[config.mk]
export PLATFORM = sky130hd
export DESIGN_NAME = led_fader_flat
export DESIGN_NICKNAME = d
export VERILOG_FILES = /design/src/rtl/led_fader_pkg.sv /design/src/rtl/led_fader_if.sv /design/src/rtl/led_fader_channel.sv /design/src/rtl/led_fader.sv /design/src/flat_wrapper.sv
export SDC_FILE = /design/constraint.sdc
export NUM_CORES = 1
export LEC_CHECK = 0
export ABC_CLOCK_PERIOD_IN_PS = 5000
export CORE_MARGIN = 8
export CORE_UTILIZATION = 25
export CTS_CLUSTER_SIZE = 30
export DETAILED_ROUTE_END_ITERATION = 16
export HOLD_SLACK_MARGIN = 0.15
export PLACE_DENSITY_LB_ADDON = 0.08
export SETUP_SLACK_MARGIN = 0.3
export SLEW_MARGIN = 40
export SYNTH_ARGS = -nofsm -noshare
export SYNTH_HDL_FRONTEND = slang
export SYNTH_SLANG_ARGS = --single-unit
[constraint.sdc]
create_clock -name clk -period 5 [get_ports clk]
set_input_delay 1.25 -clock clk [delete_from_list [all_inputs] [get_ports clk]]
set_output_delay 1.25 -clock clk [all_outputs]
set_load 0.05 [all_outputs]
[src/rtl/led_fader_pkg.sv]
// Shared types and constants for the four-channel LED brightness fader.
package led_fader_pkg;

  typedef enum logic [1:0] {
    OFF  = 2'd0,
    RISE = 2'd1,
    ON   = 2'd2,
    FALL = 2'd3
  } fade_state_e;

  localparam int unsigned CHANNELS_DEF   = 32'd4;
  localparam int unsigned PWM_BITS_DEF   = 32'd8;
  // 14648 steps * 255 levels ~= 62 ms full ramp at 60 MHz
  localparam int unsigned STEP_DIV_60MHZ = 32'd14648;

  function automatic int unsigned pwm_max(input int unsigned bits);
    return (32'd1 << bits) - 32'd1;
  endfunction

endpackage

[src/rtl/led_fader_if.sv]
// Pattern-in / drive-out bundle between the counter stage and the fader.
interface led_fader_if
  import led_fader_pkg::*;
#(
  parameter int unsigned CHANNELS = CHANNELS_DEF
) ();

  logic [CHANNELS-1:0] in_bits;
  logic [CHANNELS-1:0] led;
  logic [CHANNELS-1:0] ramping;

  modport master (output in_bits, input led, input ramping);
  modport slave  (input in_bits, output led, output ramping);

endinterface

[src/rtl/led_fader_channel.sv]
// One fader channel: target sampling, level ramp with saturation, PWM shadow and LED register.
module led_fader_channel
  import led_fader_pkg::*;
#(
  parameter int unsigned PWM_BITS = PWM_BITS_DEF
) (
  input  logic                clk,
  input  logic                rst_n,
  input  logic                in_bit_i,
  input  logic                step_i,
  input  logic [PWM_BITS-1:0] pwm_cnt_i,
  output logic                led_o,
  output logic                ramping_o
);

  localparam logic [PWM_BITS-1:0] MAX  = PWM_BITS'(pwm_max(PWM_BITS));
  localparam logic [PWM_BITS-1:0] ZERO = {PWM_BITS{1'b0}};
  localparam logic [PWM_BITS-1:0] ONE  = {{(PWM_BITS-1){1'b0}}, 1'b1};

  logic                in_q;
  logic [PWM_BITS-1:0] level_q;
  logic [PWM_BITS-1:0] level_d;
  logic [PWM_BITS-1:0] shadow_q;
  logic                led_q;
  logic                ramping_q;
  logic                ramping_d;
  fade_state_e         state_s;

  // classify the channel from the sampled target and current level
  always_comb begin
    if (in_q) begin
      if (level_q == MAX) state_s = ON;
      else                state_s = RISE;
    end else begin
      if (level_q == ZERO) state_s = OFF;
      else                 state_s = FALL;
    end
  end

  // move one unit toward the target on a step; ramping looks at the post-step level
  always_comb begin
    level_d = level_q;
    case (state_s)
      RISE: begin
        if (step_i) level_d = level_q + ONE;
        else        level_d = level_q;
      end
      FALL: begin
        if (step_i) level_d = level_q - ONE;
        else        level_d = level_q;
      end
      default: level_d = level_q;
    endcase
    if (in_q) ramping_d = (level_d != MAX);
    else      ramping_d = (level_d != ZERO);
  end

  // channel state; shadow only changes at the PWM period boundary
  always_ff @(posedge clk or negedge rst_n) begin
    if (!rst_n) begin
      in_q      <= 1'b0;
      level_q   <= ZERO;
      shadow_q  <= ZERO;
      led_q     <= 1'b0;
      ramping_q <= 1'b0;
    end else begin
      in_q      <= in_bit_i;
      level_q   <= level_d;
      ramping_q <= ramping_d;
      if (pwm_cnt_i == MAX) shadow_q <= level_q;
      else                  shadow_q <= shadow_q;
      led_q     <= (shadow_q == MAX) | (shadow_q > pwm_cnt_i);
    end
  end

  assign led_o     = led_q;
  assign ramping_o = ramping_q;

endmodule

[src/rtl/led_fader.sv]
// Fader top: shared step prescaler and PWM counter feeding CHANNELS independent channels.
module led_fader
  import led_fader_pkg::*;
#(
  parameter int unsigned CHANNELS = CHANNELS_DEF,
  parameter int unsigned PWM_BITS = PWM_BITS_DEF,
  parameter int unsigned STEP_DIV = STEP_DIV_60MHZ
) (
  input  logic        clk,
  input  logic        rst_n,
  led_fader_if.slave  bus
);

  localparam int unsigned        PRE_W    = (STEP_DIV > 32'd1) ? $clog2(STEP_DIV) : 32'd1;
  localparam logic [PRE_W-1:0]   PRE_LAST = PRE_W'(STEP_DIV - 32'd1);
  localparam logic [PRE_W-1:0]   PRE_ONE  = {{(PRE_W-1){1'b0}}, 1'b1};
  localparam logic [PWM_BITS-1:0] PWM_ONE = {{(PWM_BITS-1){1'b0}}, 1'b1};

  logic [PRE_W-1:0]    prescaler_q;
  logic [PRE_W-1:0]    prescaler_d;
  logic [PWM_BITS-1:0] pwm_cnt_q;
  logic [PWM_BITS-1:0] pwm_cnt_d;
  logic                step_s;
  logic [CHANNELS-1:0] led_s;
  logic [CHANNELS-1:0] ramping_s;

  // step strobe on the last prescaler count; PWM counter wraps naturally
  always_comb begin
    step_s = (prescaler_q == PRE_LAST);
    if (step_s) prescaler_d = {PRE_W{1'b0}};
    else        prescaler_d = prescaler_q + PRE_ONE;
    pwm_cnt_d = pwm_cnt_q + PWM_ONE;
  end

  // shared timebase registers
  always_ff @(posedge clk or negedge rst_n) begin
    if (!rst_n) begin
      prescaler_q <= {PRE_W{1'b0}};
      pwm_cnt_q   <= {PWM_BITS{1'b0}};
    end else begin
      prescaler_q <= prescaler_d;
      pwm_cnt_q   <= pwm_cnt_d;
    end
  end

  for (genvar g = 0; g < CHANNELS; g++) begin : g_ch
    led_fader_channel #(
      .PWM_BITS (PWM_BITS)
    ) u_ch (
      .clk       (clk),
      .rst_n     (rst_n),
      .in_bit_i  (bus.in_bits[g]),
      .step_i    (step_s),
      .pwm_cnt_i (pwm_cnt_q),
      .led_o     (led_s[g]),
      .ramping_o (ramping_s[g])
    );
  end

  assign bus.led     = led_s;
  assign bus.ramping = ramping_s;

endmodule
[src/flat_wrapper.sv]
// flat-port wrapper written by rule: the top's interface ports become plain ports
module led_fader_flat import led_fader_pkg::*;
#(
  parameter int unsigned CHANNELS = CHANNELS_DEF,
  parameter int unsigned PWM_BITS = PWM_BITS_DEF,
  parameter int unsigned STEP_DIV = STEP_DIV_60MHZ
)
  (clk, rst_n, bus_in_bits, bus_led, bus_ramping);
  led_fader_if #(.CHANNELS(CHANNELS)) bus_i ();
  input  logic clk;
  input  logic rst_n;
  input wire logic [$bits(bus_i.in_bits)-1:0] bus_in_bits;
  output wire logic [$bits(bus_i.led)-1:0] bus_led;
  output wire logic [$bits(bus_i.ramping)-1:0] bus_ramping;
  assign bus_i.in_bits = bus_in_bits;
  assign bus_led = bus_i.led;
  assign bus_ramping = bus_i.ramping;
  led_fader #(.CHANNELS(CHANNELS), .PWM_BITS(PWM_BITS), .STEP_DIV(STEP_DIV)) u_core (.clk(clk), .rst_n(rst_n), .bus(bus_i));
endmodule
==> flow_summary.ini <==
[sta]
skew_ps = 11.45
setup_viol = 0
fmax_mhz = 287.8
slew_viol_final = 0
rsz0062_at_grt = false
finalSetupTns_ps = 0
min_period_ps = 3475
post-route-period-util_pct = 69.49
slew_headroom_pct = 51.80
worst_pin_slew_ps = 716.4
hold_viol_final = 0

[routing]
routed_wirelength_microns = 16040
ant_nets = 0
vias = 4899
via_per_inst = 5.035
drc = 0
first_pass_iters = 7
drtIter0Drc = 362
wire_per_inst_microns = 16.48

[synthesis]
synth.most_common_cell = dfrtp_1
yosys_warnings = 0
synth.distinct_cells = 70
synth-edff-count = 0
synth-seq-area-share_pct = 39.56
synthCells = 654
ys_ff_latch = 98
yosys.area.top_type = dfrtp_1
netlist_area_sq_mm = 0.006200
syn-num-nets = 703
synth_top_cells_by_count = dfrtp_1, nand2_1, ha_1, o21ai_0, inv_1
synth_top_area_share_pct = 39.56
netlist_top_cells_area = dfrtp_1, ha_1, mux2_2, o21ai_0, xnor2_1
syn_area_per_cell_sq_um = 9.480
async_reset_ff_share_pct = 100.0
synth_flop_cell = dfrtp_1

[flow_run]
cap_viol_max_count = 0

[place]
post-dp-hpwl_microns = 11750
gp_congestion = 0.8035
dp.cells = 957
io_buffer_count = 13

[die]
placementRows = 57
die_h_microns = 173.5
pin_count = 14
die_w_microns = 173.5
start_util_pct = 25.49
fp.coreArea_sq_mm = 0.02432
dieArea_sq_mm = 0.03009

[clock_network]
clk_latency_ps = 350
cts_resized = 0
clk_pin_slew_ps = 70
cts_buffer_depth = 2
cts_root_buf = clkbuf_16
clock_sinks = 98
h-tree-depth = 3
cts_tree = yes
post_cts_buffers = 0
cts_hold_buffers = 0
cts_made_buffers = 9

[worst_setup_path]
critPathKind = flip-flop to flip-flop
worst-path-max-fanout = 24
cp_data_arrival_time_ps = 3700
cp-start-kind = flip-flop
worstPathCellList = ha_1, nand4_1, or4_1, buf_4, or4_1, a31oi_1, nand4_1, nor4_1, a21oi_1
cp.required_ps = 5230
critPathSlowestCell = or4_1
max_stage_delay_ps = 900
crit_path_end_kind = flip-flop

[power_and_ir_drop]
p_comb_share_pct = 4.9
peakVddDrop_uv = 133.2
p_leak_nw = 2.947
p_seq_share_pct = 52.2
power_mw = 1.566
swShare_pct = 24.76
p_per_area_mw_per_mm2 = 228.1
p_sw_uw = 387.6
clockPowerShare_pct = 42.9
p_int_mw = 1.178

[cells_and_area]
n_antenna_cell = 0
fin_util_pct = 28.22
drive_gt1_share_pct = 8.475
final_cells = 973
area_delta_synth_final_pct = 10.70
nets = 693

[run_status]
status = complete, no violations

[global_routing]
overflow = 0
grt_max_degree = 41
grt_pass1_wl_microns = 26750
antenna_found_initial = 0
grt_pass1_vias = 4954
grt_usage_pct = 10.83

[min_path]
holdCritPathClass = flip-flop to flip-flop
==> cell families (layout without fill, tap and decap cells) <==
logic type	Yosys count	count (layout)	share of synthesized area, %
AND/OR/NAND/NOR	231	231	21.31
AO/OA/AOI/OAI	146	146	15.86
flip-flops	98	98	39.56
buffers and inverters	78	73	5.509
adder cells (fa/ha/maj)	43	43	8.678
XOR/XNOR	34	34	4.803
multiplexers	24	24	4.279
==> path summary, 6_finish.rpt <==
kind / startpoint / to / slack (ps) / cells after the start
worst max register to register: u_core.prescaler_q[0] / u_core.g_ch[2].u_ch.ramping_o / 1530 / 9
worst min-delay path: u_core.pwm_cnt_q[4] / u_core.pwm_cnt_q[4] / 470 / 1
max in group asynchronous: rst_n / u_core.g_ch[3].u_ch.level_q[1] / 3300 / 2
min in group asynchronous: rst_n / u_core.g_ch[1].u_ch.level_q[5] / 880 / 1
worst min register to register: u_core.pwm_cnt_q[4] / u_core.pwm_cnt_q[4] / 470 / 1
worst max-delay path: u_core.prescaler_q[0] / u_core.g_ch[2].u_ch.ramping_o / 1530 / 9
==> sequential cells by signal, indices dropped and copies added, names as in the netlist <==
name and count:
u_core.g_ch.u_ch.level_q 32, u_core.pwm_cnt_q 8, u_core.g_ch.u_ch.led_o 4, u_core.g_ch.u_ch.in_q 4, u_core.g_ch.u_ch.shadow_q 32, u_core.prescaler_q 14, u_core.g_ch.u_ch.ramping_o 4
==> area by class of cell <==
class / count / area, sq um
inverter: 37 / 138.9
sequential: 98 / 2452
timing repair buffer: 20 / 180.2
multi-input combinational: 478 / 3412
clock buffer: 12 / 246.5
tap: 324 / 405.4
fill: 2512 / 17460
clock inverter: 4 / 27.53
==> metal layers <==
metal	vias to the layer above	routed length [microns]	GRT usage, %
met1	2402	8026	14.72
li1	2406	-	-
met2	79	7332	17.01
met4	0	223	3.953
met5	-	0	0
met3	12	454	1.764
==> power groups by stage <==
stage	registers, mW	clock network (mW)	logic, mW
2_1_floorplan	0.819	0	0.0577
3_3_place_gp	0.834	0	0.0794
3_5_place_dp	0.833	0	0.0791
4_1_cts	0.818	0.698	0.0795
5_1_grt	0.819	0.727	0.0879
6_report	0.818	0.671	0.0766
==> metrics by stage <==
step	area (sq um)	setup slack, ps	hold slack [ps]
after floorplan	6200	2192	432.9
after global placement	6581	1593	449.1
after detailed placement	6589	1564	463.7
after CTS	6863	1501	476.8
after global routing	6863	1327	502.3
final	6863	1525	472.6
==> placed cells by master, fill, tap and decap left out, types with 13 or more instances in the layout <==
master | Yosys | layout
dfrtp_1 | 98 | 98
inv_1 | 37 | 37
nand3_1 | 19 | 19
nand4_1 | 31 | 31
o21ai_0 | 43 | 43
nand2_1 | 48 | 48
a21oi_1 | 27 | 27
ha_1 | 43 | 43
nor4_1 | 14 | 13
nor3_1 | 15 | 15
xnor2_1 | 24 | 24
nor2_1 | 31 | 31
mux2_2 | 20 | 20
==> worst max-delay path, delay by kind of cell, from the launching register on <==
kind	cells	cell delay, ps
and+or+nand+nor	5	2050
DFF	1	380
buffers and inverters	1	350
AOI/OAI and AO/OA	2	320
adders and majority gates	1	230
Note: power is estimated with default switching activity, not from simulation.
